$ cat config.mk
export PLATFORM = sky130hd
export DESIGN_NAME = serial_adder_flat
export DESIGN_NICKNAME = d
export VERILOG_FILES = /design/src/rtl/serial_adder_if.sv /design/src/rtl/serial_adder.sv /design/src/flat_wrapper.sv
export SDC_FILE = /design/constraint.sdc
export NUM_CORES = 1
export LEC_CHECK = 0
export CORE_UTILIZATION = 30
export DETAILED_ROUTE_END_ITERATION = 8
export GPL_TIMING_DRIVEN = 0
export PLACE_DENSITY = 0.58
export SYNTH_ARGS = -nofsm -noshare
export SYNTH_HDL_FRONTEND = slang
export SYNTH_SLANG_ARGS = --single-unit
$ cat constraint.sdc
create_clock -name clk -period 2.42 [get_ports clk]
set_clock_uncertainty 0.1 [all_clocks]
set_input_delay 0.363 -clock clk [delete_from_list [all_inputs] [get_ports clk]]
set_output_delay 0.363 -clock clk [all_outputs]
set_load 0.01 [all_outputs]
$ cat src/rtl/serial_adder_if.sv
// Handshake and operand/result bundle for the bit-serial adder.
// The master drives the request side and the slave returns status and results.
interface serial_adder_if #(
  parameter int WIDTH = 8
);
  logic             start;
  logic [WIDTH-1:0] A;
  logic [WIDTH-1:0] B;
  logic             Cin;
  logic             busy;
  logic             done;
  logic [WIDTH-1:0] S;
  logic             Cout;

  modport master (
    output start, A, B, Cin,
    input  busy, done, S, Cout
  );

  modport slave (
    input  start, A, B, Cin,
    output busy, done, S, Cout
  );
endinterface

$ cat src/rtl/serial_adder.sv
// Bit-serial WIDTH-bit adder: one full-adder cell plus a carry flop, LSB first.
// The A shift register doubles as the sum assembly register as its bits are consumed.
module serial_adder #(
  parameter int WIDTH = 8
) (
  input logic           clk,
  input logic           rst,
  serial_adder_if.slave bus
);

  localparam int CW = $clog2(WIDTH + 1);
  localparam logic [CW-1:0] LAST = CW'(WIDTH - 1);

  typedef enum logic [1:0] {
    IDLE,
    SHIFT,
    DONE
  } state_t;

  state_t           state_q;
  state_t           state_d;
  logic             accept;
  logic             shift_en;
  logic             complete;

  logic [WIDTH-1:0] a_q;
  logic [WIDTH-1:0] b_q;
  logic [WIDTH-1:0] a_shift;
  logic             carry_q;
  logic [CW-1:0]    count_q;
  logic [WIDTH-1:0] s_q;
  logic             cout_q;

  logic             fa_s;
  logic             fa_c;

  assign fa_s = a_q[0] ^ b_q[0] ^ carry_q;
  assign fa_c = (a_q[0] & b_q[0]) | (carry_q & (a_q[0] ^ b_q[0]));

  // Each sum bit enters at the MSB, so after WIDTH shifts the register holds the sum LSB-aligned.
  generate
    if (WIDTH == 1) begin : g_single
      assign a_shift = fa_s;
    end else begin : g_multi
      assign a_shift = {fa_s, a_q[WIDTH-1:1]};
    end
  endgenerate

  always_comb begin
    state_d  = state_q;
    accept   = 1'b0;
    shift_en = 1'b0;
    complete = 1'b0;
    case (state_q)
      IDLE: begin
        if (bus.start) begin
          accept  = 1'b1;
          state_d = SHIFT;
        end
      end
      SHIFT: begin
        shift_en = 1'b1;
        if (count_q == LAST) begin
          complete = 1'b1;
          state_d  = DONE;
        end
      end
      DONE: begin
        if (bus.start) begin
          accept  = 1'b1;
          state_d = SHIFT;
        end else begin
          state_d = IDLE;
        end
      end
      default: state_d = IDLE;
    endcase
  end

  always_ff @(posedge clk) begin
    if (rst) begin
      state_q <= IDLE;
    end else begin
      state_q <= state_d;
    end
  end

  // Results update only on completion, so they hold through IDLE and the next add.
  always_ff @(posedge clk) begin
    if (rst) begin
      a_q     <= '0;
      b_q     <= '0;
      carry_q <= 1'b0;
      count_q <= '0;
      s_q     <= '0;
      cout_q  <= 1'b0;
    end else begin
      if (accept) begin
        a_q     <= bus.A;
        b_q     <= bus.B;
        carry_q <= bus.Cin;
        count_q <= '0;
      end else if (shift_en) begin
        a_q     <= a_shift;
        b_q     <= b_q >> 1;
        carry_q <= fa_c;
        count_q <= count_q + CW'(1);
      end
      if (complete) begin
        s_q    <= a_shift;
        cout_q <= fa_c;
      end
    end
  end

  assign bus.busy = (state_q == SHIFT);
  assign bus.done = (state_q == DONE);
  assign bus.S    = s_q;
  assign bus.Cout = cout_q;

endmodule

$ cat src/flat_wrapper.sv
// flat-port wrapper written by rule: the top's interface ports become plain ports
module serial_adder_flat 
#(
  parameter int WIDTH = 8
)
  (clk, rst, bus_start, bus_A, bus_B, bus_Cin, bus_busy, bus_done, bus_S, bus_Cout);
  serial_adder_if #(.WIDTH(WIDTH)) bus_i ();
  input logic clk;
  input logic rst;
  input wire logic [$bits(bus_i.start)-1:0] bus_start;
  input wire logic [$bits(bus_i.A)-1:0] bus_A;
  input wire logic [$bits(bus_i.B)-1:0] bus_B;
  input wire logic [$bits(bus_i.Cin)-1:0] bus_Cin;
  output wire logic [$bits(bus_i.busy)-1:0] bus_busy;
  output wire logic [$bits(bus_i.done)-1:0] bus_done;
  output wire logic [$bits(bus_i.S)-1:0] bus_S;
  output wire logic [$bits(bus_i.Cout)-1:0] bus_Cout;
  assign bus_i.start = bus_start;
  assign bus_i.A = bus_A;
  assign bus_i.B = bus_B;
  assign bus_i.Cin = bus_Cin;
  assign bus_busy = bus_i.busy;
  assign bus_done = bus_i.done;
  assign bus_S = bus_i.S;
  assign bus_Cout = bus_i.Cout;
  serial_adder #(.WIDTH(WIDTH)) u_core (.clk(clk), .rst(rst), .bus(bus_i));
endmodule
==> run_results.csv, run 1 <==
group,metric,value,unit
run_status,outcome,"complete, but fails checks",
run_status,violations,"design-rule violations",
cells_and_area,final_cells,244,
yosys,synth.distinct_cells,28,
timing,fin_setup_tns,0,ns
pwr,p_leak,0.666,nW
timing,worstMarginPinSlew,0.496,ns
routing,drtIter0Drc,59,
die,rows,24,
yosys,synth_top_area_share,45.3,%
worst_setup_path,critPathLaunchType,"flop",
yosys,yosys.area_share.adder,2.30,%
routing,drtAntennaViolNets,0,
cells_and_area,nNetsFinal,213,
cells_and_area,area_growth,32.2,%
clock_tree,cts_setup_buffers,0,
clock_tree,cts-root-buf,"clkbuf_8",
cells_and_area,fillers,444,
yosys,synthXorXnorAreaFrac,1.24,%
worst_setup_path,crit_chain,"nand2b_1 -> inv_2 -> buf_4 -> clkdlybuf4s50_1",
timing,fmax,486,MHz
worst_setup_path,cp.required,1.96,ns
worst_setup_path,critical_path.max_stage_delay,0.55,ns
cells_and_area,drive_gt1_share,9.38,%
yosys,netlist_area,1420,µm²
clock_tree,cts_tree,"yes",
yosys,ys_seq_area_share,45.3,%
routing,routedWlPerCell,14.2,µm
yosys,postSynthAreaPerCell,9.19,µm²
worst_setup_path,slowest_stage,"clkdlybuf4s50_1",
global_routing,grt_max_degree,11,
timing,finalMaxSlewViolations,0,
cells_and_area,layout_commonest_cell,"dfxtp_1",
worst_setup_path,critPathKind,"flop to output port",
worst_setup_path,crit_family,"buffers and inverters",
pwr,pwr-share-comb,14.0,%
routing,vias,1247,
yosys,syn_nets,176,
global_routing,grt_first_pass_wirelength,5700,µm
yosys,synth.mux.area_fraction,7.07,%
flow_run,drv_cap,0,
timing,grt_setup_unrepaired,"false",
timing,hold_viol,0,
pwr,ir_drop,221,µV
clock_tree,clk_path_buf_depth,2,
pwr,switchingPower,0.293,mW
placement,dp_hpwl,2430,µm
die,die_w,70.7,µm
placement,gp_congestion,0.715,
die,die_height,70.7,µm
yosys,synth_top_family_by_area,"simple AND/OR/NAND/NOR gates",
global_routing,grt_pass1_vias,1198,
pwr,powerDensity,620,nW/µm²
global_routing,grtUsageTotal,14.7,%
die,io_pins,31,
die,die-area,5000,µm²
clock_tree,clock-sinks,32,
pwr,p_sw_share,25.2,%
timing,setup_viol,0,
placement,portBuffers,30,
worst_hold_path,hold_class,"flop to flop",
yosys,synth-seq-cells,32,
cells_and_area,diodes,0,
routing,routed_wl,3470,µm
clock_tree,clock_latency,0.28,ns
cells_and_area,mostFrequentLayoutCells,"dfxtp_1 (32), clkdlybuf4s50_1 (30), nand2b_1 (20)",
routing,via_per_inst,5.11,
die,core,4440,µm²
yosys,yosys-top-cells-area,"dfxtp_1 (45%), nand2b_1 (8.8%), mux2i_1 (7.1%)",
yosys,yosysTopAreaCell,"dfxtp_1",
yosys,netlist_instances,154,
clock_tree,clk_pin_slew,0.06,ns
clock_tree,hold_buffers,0,
timing,slew_headroom,66.9,%
clock_tree,cts_resized,0,
worst_setup_path,endpoint_kind,"output port",
pwr,p_total,1.16,mW
yosys,synth_compound_area_share,12.8,%
worst_setup_path,cp_max_fo,10,
pwr,seqPwrFrac,49.6,%
pwr,power.share.clock,36.4,%
pwr,intPower,0.868,mW
routing,drc_errors,11,
clock_tree,cts_max_level,2,
global_routing,gr-total-overflow,0,
timing,fin_crit_sh,84.9,%
die,start_util,31.8,%
clock_tree,cts_buffers,5,
placement,placed_cells,236,
global_routing,antenna_found_initial,0,
worst_setup_path,worst_ep_arrival_time,1.59,ns
timing,finalCriticalPeriod,2.06,ns
yosys,yosys_warnings,0,
routing,firstDrtPassIters,6,
worst_setup_path,cp_num_buf_inv,3,
yosys,synth-simple-area-share,25.7,%
## metal layers
| metal | up-vias | routed length [µm] | track usage, % |
|---|---|---|---|
| li1 | 607 | - | - |
| met2 | 49 | 1570 | 22.5 |
| met5 | - | 0 | 0 |
| met1 | 583 | 1630 | 19.5 |
| met3 | 8 | 223 | 5.13 |
| met4 | 0 | 51 | 4.44 |
## cells in the mapped netlist, drive strengths merged
cell type	n
a21oi	7
mux2i	10
fa	1
a22oi	5
a211oi	1
nand3	7
nand2b	20
nand2	19
o21ai	1
nor3	8
nand3b	2
o22ai	2
a311oi	9
inv	1
xnor2	1
nor2	11
or3	1
xor2	1
nor2b	1
clkbuf	1
and2b	1
ha	1
dfxtp	32
buf	11
## final timing paths
kind                startpoint               to  slack, ns  depth (start not counted)
max reg2reg  u_core.count_q[0]  u_core.bus.S[2]       0.97                          4
min reg2reg      u_core.b_q[2]    u_core.b_q[2]       0.37                          2
max          u_core.state_q[1]         bus_busy       0.36                          4
min              u_core.b_q[2]    u_core.b_q[2]       0.37                          2
## area by class of cell
cell class | instances | area, µm² | share of cell area [%]
plain buffers | 12 | 75.1 | 4.01
well taps | 52 | 65.1 | 3.48
clock buffers | 8 | 90.1 | 4.82
flip-flops and latches | 32 | 641 | 34.2
multi-input cells | 109 | 696 | 37.2
repair buffers | 30 | 300 | 16.1
inverters | 1 | 3.75 | 0.201
## state kept, by name (all words and copies together) (netlist names)
signal           flops
u_core.a_q           8
u_core.b_q           8
u_core.bus.Cout      1
u_core.bus.S         8
u_core.carry_q       1
u_core.count_q       4
u_core.state_q       2
## per-stage QoR
step / cell area [µm²] / utilization, % / setup slack [ns] / hold slack [ns]
after floorplan: 1420 / - / 1.14 / 0.348
after global placement: 1780 / 40.1 / 0.533 / 0.358
after detailed placement: 1780 / 40.1 / 0.487 / 0.363
after CTS: 1870 / 42.1 / 0.353 / 0.373
after global routing: 1870 / 42.1 / 0.248 / 0.395
final: 1870 / 42.1 / 0.364 / 0.372
## cell families (layout without fill, tap and decap cells)
family,count (synthesis),in the layout
adders and majority gates,2,2
xor gates and xnor gates,2,2
buffers and inverters,13,51
and+or+nand+nor,70,70
DFF,32,32
AOI/OAI and AO/OA,25,25
muxes,10,10
## power groups by stage
stage               logic (mW)  clock network (mW)  registers, mW
global placement         0.158                   0          0.585
floorplan                0.101                   0          0.581
finish                   0.163               0.422          0.575
detailed placement       0.163                   0          0.586
CTS                      0.164               0.432          0.574
global route             0.179               0.460          0.578
## tightest hold or removal path, stage by stage, from the launching register on
cell	delay, ns
dfxtp_1	0.31
nand3_1	0.06
a21oi_1	0.06
Note: power is estimated with default switching activity, not from simulation.
==> run 2: changes to the inputs <==
==> constraint.sdc (replaced) <==
create_clock -name clk -period 1.9 [get_ports clk]
set_clock_uncertainty 0.1 [all_clocks]
set_input_delay 0.285 -clock clk [delete_from_list [all_inputs] [get_ports clk]]
set_output_delay 0.285 -clock clk [all_outputs]
set_load 0.01 [all_outputs]
==> run_results.csv, run 2 (synthesis results as in run 1) <==
group,metric,value,unit
run_status,outcome,"complete, but fails checks",
run_status,violations,"design-rule violations",
clock_tree,clock-sinks,32,
worst_setup_path,critPathLaunchType,"flop",
timing,fin_crit_sh,90.7,%
cells_and_area,layout_commonest_cell,"dfxtp_1",
global_routing,grt_pass1_vias,1198,
routing,routedWlPerCell,14.2,µm
worst_setup_path,cp.required,1.51,ns
die,io_pins,31,
timing,finalCriticalPeriod,1.72,ns
routing,via_per_inst,5.07,
cells_and_area,final_cells,244,
cells_and_area,diodes,0,
worst_setup_path,slowest_stage,"clkdlybuf4s50_1",
timing,setup_viol,0,
routing,drtAntennaViolNets,0,
timing,whs,0.371,ns
routing,drc_errors,11,
worst_setup_path,crit_family,"buffers and inverters",
worst_hold_path,hold_class,"flop to flop",
die,die_w,70.7,µm
clock_tree,cts_max_level,2,
routing,drtIter0Drc,60,
die,start_util,31.8,%
clock_tree,cts_buffers,5,
timing,fin_setup_tns,0,ns
global_routing,grt_first_pass_wirelength,5700,µm
cells_and_area,fillers,445,
timing,fmax,580,MHz
routing,routed_wl,3470,µm
global_routing,antenna_found_initial,0,
global_routing,gr-total-overflow,0,
placement,portBuffers,30,
clock_tree,cts_tree,"yes",
pwr,powerDensity,790,nW/µm²
worst_setup_path,cp_num_buf_inv,1,
worst_setup_path,cp_max_fo,5,
timing,worstMarginPinSlew,0.495,ns
timing,slew_headroom,67.0,%
flow_run,drv_cap,0,
pwr,p_total,1.48,mW
timing,grt_setup_unrepaired,"false",
clock_tree,cts_setup_buffers,0,
placement,placed_cells,236,
placement,gp_congestion,0.715,
die,rows,24,
clock_tree,cts-root-buf,"clkbuf_8",
die,die-area,5000,µm²
clock_tree,hold_buffers,0,
timing,setup_ws,0.176,ns
worst_setup_path,crit_chain,"and2b_1 -> clkdlybuf4s50_1",
global_routing,grtUsageTotal,14.7,%
cells_and_area,area_growth,32.1,%
pwr,p_leak,0.669,nW
die,die_height,70.7,µm
cells_and_area,mostFrequentLayoutCells,"dfxtp_1 (32), clkdlybuf4s50_1 (29), nand2b_1 (20)",
clock_tree,clock_latency,0.28,ns
placement,dp_hpwl,2430,µm
worst_setup_path,endpoint_kind,"output port",
routing,firstDrtPassIters,7,
die,core,4440,µm²
cells_and_area,nNetsFinal,213,
clock_tree,clk_path_buf_depth,2,
cells_and_area,drive_gt1_share,9.38,%
clock_tree,clk_pin_slew,0.06,ns
timing,hold_viol,0,
worst_setup_path,worst_ep_arrival_time,1.34,ns
timing,finalMaxSlewViolations,0,
worst_setup_path,critPathKind,"flop to output port",
placement,place_ws,0.0452,ns
global_routing,grt_max_degree,11,
routing,vias,1238,
pwr,ir_drop,281,µV
worst_setup_path,critical_path.max_stage_delay,0.53,ns
## run 2: changes by cell type in the layout (fill, tap and decap cells not counted), sizes merged
cell | previous run | this run
clkdlybuf4s50 | 30 | 29
dlygate4sd2 | 0 | 1
## run 2: final timing paths
check / slack, ns / end / from / cells past startpoint
setup / recovery: 0.18 / bus_done / u_core.state_q[0] / 2
setup reg to reg: 0.45 / u_core.bus.S[2] / u_core.count_q[0] / 4
hold / removal: 0.37 / u_core.b_q[2] / u_core.b_q[2] / 2
hold reg to reg: 0.37 / u_core.b_q[2] / u_core.b_q[2] / 2
## run 2: what timing repair did
item                                    in CTS  in global routing
resized for setup                            1                  0
endpoints found under the setup margin       1                  0
endpoints found under the hold margin        0                  0
## run 2: final cells by class
class	instances	area (µm²)	area share, %
flip-flops and latches	32	641	34.3
inverters	1	3.75	0.201
clock buffers	8	90.1	4.82
multi-input cells	109	696	37.2
plain buffers	12	75.1	4.02
repair buffers	30	299	16.0
well taps	52	65.1	3.48
## run 2: through the flow
step	util [%]	cell area, µm²
2_1_floorplan	-	1420
3_3_place_gp	40.1	1780
3_5_place_dp	40.1	1780
4_1_cts	42.1	1870
5_1_grt	42.1	1870
6_report	42.1	1870
## run 2: tightest hold or removal path, stage by stage (launching register included)
cell     delay [ns]
dfxtp_1        0.31
nand3_1        0.06
a21oi_1        0.06
## run 2: routing by layer
layer	GRT usage (%)	share of wire, %	vias to the layer above
met2	22.5	45	42
li1	-	-	607
met4	4.44	1.5	0
met3	5.13	6.3	8
met1	19.5	47	581
met5	0	0	-
## run 2: power breakdown
group          total [mW]  internal (mW)  switching, mW
clock               0.539          0.295          0.244
combinational       0.206          0.102          0.104
sequential          0.732          0.706         0.0255
==> run 3: changes to the inputs <==
--- a/config.mk
+++ b/config.mk
@@ -5,10 +5,10 @@
 export SDC_FILE = /design/constraint.sdc
 export NUM_CORES = 1
 export LEC_CHECK = 0
-export CORE_UTILIZATION = 30
+export CORE_UTILIZATION = 40
 export DETAILED_ROUTE_END_ITERATION = 8
 export GPL_TIMING_DRIVEN = 0
-export PLACE_DENSITY = 0.58
+export PLACE_DENSITY = 0.72
 export SYNTH_ARGS = -nofsm -noshare
 export SYNTH_HDL_FRONTEND = slang
 export SYNTH_SLANG_ARGS = --single-unit
==> run_results.csv, run 3 (synthesis results as in run 1) <==
group,metric,value,unit
run_status,outcome,"finished, final reports clean",
worst_setup_path,slowest_stage,"dfxtp_1",
cells_and_area,layout_commonest_cell,"dfxtp_1",
routing,drtAntennaViolNets,0,
worst_setup_path,worst_ep_arrival_time,1.40,ns
die,die_height,61.5,µm
placement,placed_cells,230,
global_routing,grt_pass1_vias,1127,
global_routing,grt_max_degree,11,
timing,slew_headroom,69.8,%
die,io_pins,31,
global_routing,antenna_found_initial,0,
pwr,powerDensity,809,nW/µm²
worst_setup_path,cp_num_buf_inv,3,
worst_setup_path,r2r-end,"u_core.bus.S[6]",
worst_setup_path,endpoint_kind,"output port",
flow_run,drv_cap,0,
timing,setup_ws,0.118,ns
cells_and_area,nNetsFinal,213,
worst_setup_path,cp.required,1.51,ns
worst_setup_path,critPathKind,"flop to output port",
timing,fin_crit_sh,93.8,%
clock_tree,cts_max_level,2,
die,die_w,61.5,µm
cells_and_area,fillers,337,
routing,drc_errors,0,
clock_tree,cts_buffers,5,
die,core,3360,µm²
global_routing,grt_first_pass_wirelength,5110,µm
worst_hold_path,hold_class,"flop to flop",
worst_setup_path,critPathLaunchType,"flop",
worst_setup_path,cp_max_fo,10,
worst_setup_path,critical_path.max_stage_delay,0.39,ns
timing,worstMarginPinSlew,0.453,ns
global_routing,grtUsageTotal,18.7,%
routing,vias,1213,
cells_and_area,final_cells,238,
placement,dp_hpwl,2290,µm
timing,grt_setup_unrepaired,"false",
die,start_util,42.1,%
routing,drtIter0Drc,35,
die,die-area,3780,µm²
worst_setup_path,cp.depth,4,
worst_setup_path,crit_path_start,"u_core.state_q[0]",
die,rows,21,
cells_and_area,mostFrequentLayoutCells,"dfxtp_1 (32), clkdlybuf4s50_1 (29), nand2b_1 (20)",
timing,finalCriticalPeriod,1.78,ns
clock_tree,clock_latency,0.33,ns
placement,portBuffers,30,
worst_setup_path,r2r_start,"u_core.count_q[0]",
worst_setup_path,r2r_slack,0.44,ns
routing,firstDrtPassIters,5,
routing,routedWlPerCell,13.0,µm
cells_and_area,utilization,55.5,%
cells_and_area,diodes,0,
clock_tree,cts_setup_buffers,0,
clock_tree,clk_pin_slew,0.10,ns
worst_setup_path,cp-endpoint,"bus_busy",
timing,hold_viol,0,
clock_tree,clk_path_buf_depth,2,
global_routing,gr-total-overflow,0,
routing,routed_wl,3090,µm
placement,gp_congestion,0.800,
clock_tree,cts_tree,"yes",
clock_tree,cts-root-buf,"clkbuf_4",
pwr,p_leak,0.675,nW
timing,finalMaxSlewViolations,0,
clock_tree,clock-sinks,32,
timing,fmax,561,MHz
cells_and_area,area_growth,31.9,%
pwr,ir_drop,487,µV
placement,place_ws,0.0668,ns
cells_and_area,drive_gt1_share,10.4,%
timing,setup_viol,0,
worst_setup_path,crit_chain,"nand2b_1 -> inv_2 -> buf_4 -> dlygate4sd2_1",
timing,fin_setup_tns,0,ns
worst_setup_path,crit_family,"buffers and inverters",
worst_setup_path,reg2reg_depth,4,
routing,via_per_inst,5.10,
==> run 3: metal layers <==
layer	share of wire [%]	track usage [%]	vias up
met2	49	31.8	35
met3	5.9	6.30	6
met1	43	22.4	564
met5	0	0	-
li1	-	-	608
met4	1.3	5.71	0
==> run 3: worst min path at each step <==
stage / start / to / slack, ns / cells after the start
after CTS: u_core.b_q[2] / u_core.b_q[2] / 0.38 / 2
final: u_core.bus.S[3] / u_core.bus.S[3] / 0.38 / 2
after global placement: u_core.b_q[2] / u_core.b_q[2] / 0.36 / 2
after detailed placement: u_core.b_q[7] / u_core.b_q[7] / 0.36 / 2
after global routing: u_core.b_q[5] / u_core.b_q[4] / 0.40 / 2
after floorplan: bus_B[7] / u_core.b_q[7] / 0.32 / 2
==> run 3: worst register-to-register path: stages (launching register included) <==
cell,delay (ns)
dfxtp_1,0.39
ha_1,0.19
nand3b_1,0.23
nor2_8,0.27
mux2i_1,0.22
==> run 3: layout make-up <==
class                           count  area (µm²)  area share [%]
Multi-Input combinational cell    109         696            37.3
Sequential cell                    32         641            34.3
Timing Repair Buffer               30         299            16.0
Buffer                             12        75.1            4.02
Clock buffer                        7        65.1            3.49
Tap cell                           46        57.6            3.08
Clock inverter                      1        30.0            1.61
Inverter                            1        3.75           0.201
==> run 3: power by group <==
part	switching [mW]	internal (mW)
sequential	0.0262	0.706
combinational	0.101	0.102
clock	0.225	0.349
==> run 3: repair_timing <==
action,4_1_cts,5_1_grt
setup endpoints to repair,1,0
hold buffers,0,0
gates resized for setup,1,0
==> run 3: through the flow <==
step	cell area (µm²)	hold slack (ns)	total power, mW
after floorplan	1420	0.321	0.868
after global placement	1770	0.356	0.943
after global routing	1870	0.405	1.58
final	1870	0.380	1.51
after detailed placement	1770	0.364	0.952
after CTS	1870	0.384	1.52
